==> src/rtl/mem_loader.sv <==
// mem_loader: assembles an incoming byte stream into WIDTH-bit words
// (little-endian) and writes len words to consecutive memory addresses
// starting at base, wrapping past DEPTH-1 back to 0.
// Optional feature: define MEM_LOADER_CHECKSUM_EN to enable the mod-256
// byte checksum on o_checksum; otherwise o_checksum is tied to 0.
module mem_loader #(
  parameter int WIDTH = 8,
  parameter int DEPTH = 128
) (
  input  logic                       i_clk,
  input  logic                       i_rst,
  input  logic                       i_start,
  input  logic [$clog2(DEPTH)-1:0]   i_base_addr,
  input  logic [$clog2(DEPTH):0]     i_len,
  input  logic                       i_valid,
  input  logic [7:0]                 i_byte,
  output logic                       o_ready,
  output logic                       o_wr_en,
  output logic [$clog2(DEPTH)-1:0]   o_wr_addr,
  output logic [WIDTH-1:0]           o_din,
  output logic                       o_busy,
  output logic                       o_done,
  output logic [7:0]                 o_checksum
);

  localparam int AW  = $clog2(DEPTH);
  localparam int LW  = AW + 1;
  localparam int BPW = WIDTH / 8;
  localparam int BCW = (BPW > 1) ? $clog2(BPW) : 1;
  localparam logic [BCW-1:0] LAST_BYTE = BCW'(BPW - 1);
  localparam logic [AW-1:0]  LAST_ADDR = AW'(DEPTH - 1);

  typedef enum logic [1:0] {
    ST_IDLE  = 2'd0,
    ST_LOAD  = 2'd1,
    ST_WRITE = 2'd2,
    ST_DONE  = 2'd3
  } state_t;

  state_t           state_r;
  state_t           state_nxt_s;
  logic [AW-1:0]    addr_r;
  logic [LW-1:0]    len_r;
  logic [LW-1:0]    idx_r;
  logic [LW-1:0]    idx_inc_s;
  logic [BCW-1:0]   byte_cnt_r;
  logic [WIDTH-1:0] word_r;
  logic [WIDTH-1:0] word_nxt_s;
  logic             start_s;
  logic             accept_s;
  logic             last_byte_s;

  assign start_s     = (state_r == ST_IDLE) && i_start;
  assign accept_s    = (state_r == ST_LOAD) && i_valid;
  assign last_byte_s = (byte_cnt_r == LAST_BYTE);
  assign idx_inc_s   = idx_r + LW'(1);

  // Merge the byte currently offered into its little-endian lane of the word.
  always_comb begin
    word_nxt_s = word_r;
    for (int k = 0; k < BPW; k++) begin
      if (byte_cnt_r == BCW'(k)) begin
        word_nxt_s[8*k +: 8] = i_byte;
      end else begin
        word_nxt_s[8*k +: 8] = word_r[8*k +: 8];
      end
    end
  end

  // FSM state register; reset returns to IDLE from any state.
  always_ff @(posedge i_clk) begin
    if (i_rst) begin
      state_r <= ST_IDLE;
    end else begin
      state_r <= state_nxt_s;
    end
  end

  // FSM next-state decode.
  always_comb begin
    state_nxt_s = state_r;
    case (state_r)
      ST_IDLE: begin
        if (i_start) begin
          if (i_len != LW'(0)) begin
            state_nxt_s = ST_LOAD;
          end else begin
            state_nxt_s = ST_DONE;
          end
        end else begin
          state_nxt_s = ST_IDLE;
        end
      end
      ST_LOAD: begin
        if (accept_s && last_byte_s) begin
          state_nxt_s = ST_WRITE;
        end else begin
          state_nxt_s = ST_LOAD;
        end
      end
      ST_WRITE: begin
        if (idx_inc_s == len_r) begin
          state_nxt_s = ST_DONE;
        end else begin
          state_nxt_s = ST_LOAD;
        end
      end
      ST_DONE: begin
        state_nxt_s = ST_IDLE;
      end
      default: begin
        state_nxt_s = ST_IDLE;
      end
    endcase
  end

  // Transfer datapath: latch parameters, collect bytes, step address/index.
  always_ff @(posedge i_clk) begin
    if (i_rst) begin
      addr_r     <= '0;
      len_r      <= '0;
      idx_r      <= '0;
      byte_cnt_r <= '0;
      word_r     <= '0;
    end else begin
      case (state_r)
        ST_IDLE: begin
          if (start_s) begin
            addr_r     <= i_base_addr;
            len_r      <= i_len;
            idx_r      <= '0;
            byte_cnt_r <= '0;
            word_r     <= '0;
          end
        end
        ST_LOAD: begin
          if (accept_s) begin
            word_r <= word_nxt_s;
            if (last_byte_s) begin
              byte_cnt_r <= '0;
            end else begin
              byte_cnt_r <= byte_cnt_r + BCW'(1);
            end
          end
        end
        ST_WRITE: begin
          idx_r <= idx_inc_s;
          if (addr_r == LAST_ADDR) begin
            addr_r <= '0;
          end else begin
            addr_r <= addr_r + AW'(1);
          end
        end
        default: begin
        end
      endcase
    end
  end

  // Registered outputs decoded from the state being entered, so each
  // output lines up with the state it describes.
  always_ff @(posedge i_clk) begin
    if (i_rst) begin
      o_ready   <= 1'b0;
      o_busy    <= 1'b0;
      o_done    <= 1'b0;
      o_wr_en   <= 1'b0;
      o_wr_addr <= '0;
      o_din     <= '0;
    end else begin
      o_ready   <= (state_nxt_s == ST_LOAD);
      o_busy    <= (state_nxt_s != ST_IDLE);
      o_done    <= (state_nxt_s == ST_DONE);
      o_wr_en   <= (state_nxt_s == ST_WRITE);
      o_wr_addr <= (state_nxt_s == ST_WRITE) ? addr_r : '0;
      o_din     <= (state_nxt_s == ST_WRITE) ? word_nxt_s : '0;
    end
  end

`ifdef MEM_LOADER_CHECKSUM_EN
  logic [7:0] checksum_r;

  // Running mod-256 sum of accepted bytes, restarted by each accepted start.
  always_ff @(posedge i_clk) begin
    if (i_rst) begin
      checksum_r <= 8'd0;
    end else if (start_s) begin
      checksum_r <= 8'd0;
    end else if (accept_s) begin
      checksum_r <= checksum_r + i_byte;
    end else begin
      checksum_r <= checksum_r;
    end
  end

  assign o_checksum = checksum_r;
`else
  assign o_checksum = 8'd0;
`endif

endmodule
==> config.mk <==
export PLATFORM = sky130hd
export DESIGN_NAME = mem_loader
export DESIGN_NICKNAME = d
export VERILOG_FILES = /design/src/rtl/mem_loader.sv
export SDC_FILE = /design/constraint.sdc
export NUM_CORES = 1
export LEC_CHECK = 0
export CAP_MARGIN = 20
export CORE_MARGIN = 5
export CORE_UTILIZATION = 43
export DETAILED_ROUTE_END_ITERATION = 6
export PLACE_DENSITY = 0.83
export SLEW_MARGIN = 20
export SYNTH_ARGS = -nofsm -noshare
export SYNTH_HDL_FRONTEND = slang
export SYNTH_SLANG_ARGS = --single-unit
==> constraint.sdc <==
create_clock -name i_clk -period 2.35 [get_ports i_clk]
set_input_delay 0.235 -clock i_clk [delete_from_list [all_inputs] [get_ports i_clk]]
set_output_delay 0.235 -clock i_clk [all_outputs]
set_load 0.03 [all_outputs]
; ---- After elaboration in Yosys (flattened, before gate mapping)
; Cells that the tools add are included.
[op_classes]
reduce_logical = 12
muxes = 17
n_addsub = 3
bitwise_logic = 2
eq_ne = 10
[ops]
columns = cell, count
row1 = $pmux 8 s2, 2
row2 = $mux 8, 3
row3 = $mux 7, 2
row4 = $pmux 7 s2, 1
row5 = $add 8x1->8 const B, 1
row6 = $eq 2x2->1 const B, 4
row7 = $eq 8x8->1, 1
row8 = $mux 2, 4
row9 = $pmux 2 s4, 1
row10 = $reduce_bool 8->1, 1
row11 = $add 7x1->7 const B, 1
row12 = $eq 7x7->1 const B, 1
row13 = $reduce_bool 2->1, 3
row14 = $eq 2x1->1 const B, 2
row15 = $ne 2x2->1 const B, 2
row16 = $reduce_and 2->1, 2
row17 = $logic_and 1x1->1, 3
row18 = $mux 1, 3
row19 = $reduce_and 3->1, 1
row20 = $logic_not 2->1, 1
row21 = $not 1->1, 2
row22 = $pmux 1 s2, 1
row23 = $reduce_or 2->1, 1
row24 = $add 1x1->1 const B, 1
[totals]
regBits = 53
input_bits = 27

; ---- Depth between registers and ports, before layout
[depth]
ltp_word = 8
depth_mapped = 9
ltp_nobuf = 7

; ---- Least setup slack after synthesis
; Ideal clock, no wire load.
[synth_timing]
path_kind = flip-flop to flip-flop
startpoint = register idx_r[0]
endpoint = register o_din[4]
period_less_slack_ns = 2.234
setup_ns = 0.074
stages_incl_launch_ff = 10
arrival_time_ns = 2.160
slack_ns = 0.116
cell_sequence = dfxtp_1 > ha_1 > clkbuf_1 > xnor2_1 > nand3_1 > a21boi_1 > o41ai_2 > nand3b_4 > buf_6 > nor3b_2
[synth_via]
elab_chain_cells = 7
[synth_lines]
columns = element, line
row1 = start: declaration, 44  ; logic [LW-1:0] idx_r;
row2 = start signal: assignment, 147  ; idx_r <= idx_inc_s;
row3 = $add 8x1->8, 56  ; assign idx_inc_s = idx_r + LW'(1);
row4 = $eq 8x8->1, 102  ; if (idx_inc_s == len_r) begin
row5 = $mux 2, 102
row6 = $pmux 2 s4, 82  ; case (state_r)
row7 = $eq 2x2->1, 176  ; o_din <= (state_nxt_s == ST_WRITE) ? word_nxt_s : '0;
row8 = $not 1->1 (no source line), n/a
row9 = $reduce_or 2->1 (no source line), n/a
row10 = end signal: assignment, 176
row11 = end: declaration, 20  ; output logic [WIDTH-1:0] o_din,
; Every way passes these cells.
; A chain may end at the register's enable or synchronous reset.

; ---- Final worst setup path
[layout_timing]
startpoint = register idx_r[1]
endpoint = register o_din[3]
; Same word-level chain as after synthesis.

==> impl_results.md <==
* Status: finished clean
* First-pass GRT wire length at 8.26 mm
* Setup Slack @ Placement at 0.175 ns
* R2R setup slack at 0.15 ns
* WP data required at 2.57 ns
* Hold Path Class: flop to flop
* CP endpoint kind: flop
* Number of synthesized register bits at 44
* Largest net degree at the start of global routing at 18
* Slew HR at 58.3%
* Critical path buffers and inverters at 0
* CP max FO at 17
* Largest area contributor in the netlist: dfxtp_1
* Non-Filler Instances at 339
* Total GRT Usage at 16.8%
* Max_cap viols at 0
* Placed insts at 331
* Post-synthesis async set-or-reset flop share at 0%
* Clock sinks at 44
* Post-synthesis cell count at 235
* R2R cell count at 6
* Worst Tran Pin Value at 0.624 ns
* Initial DRC Count at 105
* Final setup fails at 0
* Slowest Stage Delay on Critical Path at 0.51 ns
* Clk pin slew, worst setup/hold paths at 0.09 ns
* Post-synth top flop: dfxtp_1
* Ant diodes at 0
* Min Tclk post-route at 2.20 ns
* Crit path max-delay family: simple AND/OR/NAND/NOR gates
* Most common cell in the netlist: dfxtp_1
* Post-route clock skew at 0.0111 ns
* Antenna-violating nets left at 0
* Synthesis Warnings at 0
* Fmax at 455 MHz
* Top cell type's share of synthesized area at 42.8%
* Drt via density at 5.33
* Initial Util at 43.9%
* CP max stage cell: or4b_1
* Number of flops mapped to enable cells by yosys at 0
* CTS Buf Count at 5
* Placer Congestion at 0.898
* Fin Hold WS at 0.467 ns
* Root Driver: clkbuf_8
* Vias in the first global route at 1783
* Clock Tree Buf Depth at 2
* Synthesized area per cell at 8.76 um2
* Critical Path, Cell by Cell: ha_1, or4b_1, o221a_1, o211ai_2, nand3b_4, nor3b_1
* Worst Hold Launch: len_r[6]
* Total gr overflow at 0
* First-pass DRT Iterations at 5
* Dpl hpwl at 3.74 mm
* Source of the worst register-to-register timing path: idx_r[1]
* # fillers at 428
* Max Transition Viols Final at 0
* Port Buf Inserts at 45
* Power Dens Cells at 620 mW/mm2
* Share of post-route cells with drive strength above 1 at 11.9%
* Final period utilization at 93.5%
* Critical setup path kind: flop to flop
* Synth cell types at 45
* Initial antenna violation count at 0
* Hold Path Depth at 2
* TritonCTS clock tree: yes
* Vias at 1808
* Post-Syn Area at 0.00206 mm2
* Post-synthesis sequential area ratio at 42.8%
* Post-Route WL at 5.05 mm
* Worst vdd ir at 0.459 mV
* H-tree depth at 2
* Leakage at 0.992 nW
* Post-CTS setup buffers at 0
* Clock Latency Late Sink at 0.30 ns
* CORE AREA at 0.00469 mm2
* Nets at 313
* Hold path endpoint: len_r[6]
* Top post-synthesis cells by area: dfxtp_1 43%, a21oi_1 5.3%, nand2_1 4.9%
* Final Hold Viols at 0
* CP Launch Type: flop
* RSZ-0062 raised after global routing: yes
* Crit path DAT at 2.42 ns
* Crit Reg-Reg Endpoint: o_din[3]
* DRC Markers at 0
* Row Count at 25
* Worst Slack Setup Final at 0.153 ns
* Synth cell count leaders: 44 x dfxtp_1, 27 x nand2_1, 22 x a21oi_1
* Num ports at 54
* Die X at 79.2 um
* Die area at 0.00627 mm2
* Wirelength per Cell at 14.9 um
* Area grow syn2layout at 31.1%
* Die Span Y at 79.2 um
cells by family (layout without fill, tap and decap cells):
kind of cell / count (synthesis) / count (layout) / synth area share (%)
AND/OR/NAND/NOR: 100 / 100 / 28.1
AO/OA/AOI/OAI: 49 / 49 / 15.2
flip-flops: 44 / 44 / 42.8
buffers and inverters: 26 / 69 / 6.57
XOR/XNOR: 13 / 13 / 5.90
adder cells (fa/ha/maj): 2 / 2 / 1.22
other: 1 / 8 / 0.182
layer usage:
layer	vias to the layer above	global-route usage, %	share of wire [%]	wire length, um
li1	900	-	-	-
met1	851	19.2	40	2030
met2	50	30.2	54	2710
met3	7	4.42	4.7	236
met4	0	5.67	1.5	74
met5	-	0	0	0
flip-flops by register name (all words and copies together) (netlist names):
signal and count:
idx_r 8, state_r 2, addr_r 7, o_din 8, o_done 1, o_wr_en 1
len_r 8, o_busy 1, o_ready 1, o_wr_addr 7
layout by cell type (no fill, tap or decap), types with 2 or more instances in the layout:
cell | Yosys | routed
buf_4 | 8 | 10
nor4_1 | 3 | 3
a211oi_1 | 3 | 3
a21oi_1 | 22 | 22
a311oi_1 | 2 | 2
nand2b_1 | 2 | 2
dfxtp_1 | 44 | 44
nand4_1 | 3 | 3
and2_1 | 3 | 3
o22ai_1 | 3 | 3
o21ai_0 | 6 | 6
a21o_1 | 3 | 3
a31oi_1 | 3 | 3
nor2_1 | 18 | 18
and3_1 | 3 | 3
xnor2_1 | 9 | 8
inv_1 | 5 | 5
clkbuf_8 | 0 | 6
clkdlybuf4s50_1 | 0 | 45
xor2_1 | 3 | 3
nand2_1 | 27 | 27
nor3b_2 | 8 | 9
ha_1 | 2 | 2
conb_1 | 1 | 8
or3_1 | 2 | 2
nor3b_1 | 9 | 8
nand3_1 | 11 | 11
nor3_1 | 4 | 4
repair_timing:
action                                  CTS  global route
endpoints found under the setup margin    0             1
hold buffers                              0             0
resized for setup                         0             2
tightest hold or removal path, cell delays in order (launching register included):
cell,delay (ns)
dfxtp_1,0.32
nand2_1,0.05
a21oi_1,0.05
worst max path at each step:
| stage | end | startpoint | depth (start not counted) |
|---|---|---|---|
| floorplan | o_din[4] | idx_r[0] | 9 |
| global placement | o_wr_addr[3] | i_len[0] | 8 |
| detailed placement | o_din[0] | idx_r[1] | 6 |
| CTS | o_din[0] | idx_r[1] | 6 |
| global route | o_wr_addr[4] | idx_r[1] | 8 |
| finish | o_din[3] | idx_r[1] | 6 |
power breakdown:
part	leakage, nW	switching (mW)	internal, mW	total (mW)
clock	0.0614	0.263	0.348	0.610
sequential	0.358	0.0294	0.775	0.805
combinational	0.573	0.140	0.117	0.257
stage by stage:
step           cell area, um2  utilization [%]  setup TNS [ns]  total power [mW]
2_1_floorplan            2080                -               0             0.983
3_3_place_gp             2560             54.7               0              1.07
3_5_place_dp             2560             54.7               0              1.08
4_1_cts                  2690             57.3               0              1.68
5_1_grt                  2700             57.5         -0.0365              1.76
6_report                 2700             57.5               0              1.67
cell type report:
cell class	count	area, um2	share of cell area [%]
multi-input cells	172	1080	40.1
flip-flops and latches	44	881	32.6
repair buffers	55	526	19.5
clock buffers	6	82.6	3.06
well taps	54	67.6	2.50
clock inverters	2	38.8	1.44
inverters	6	22.5	0.834
Note: power is estimated with default switching activity, not from simulation.
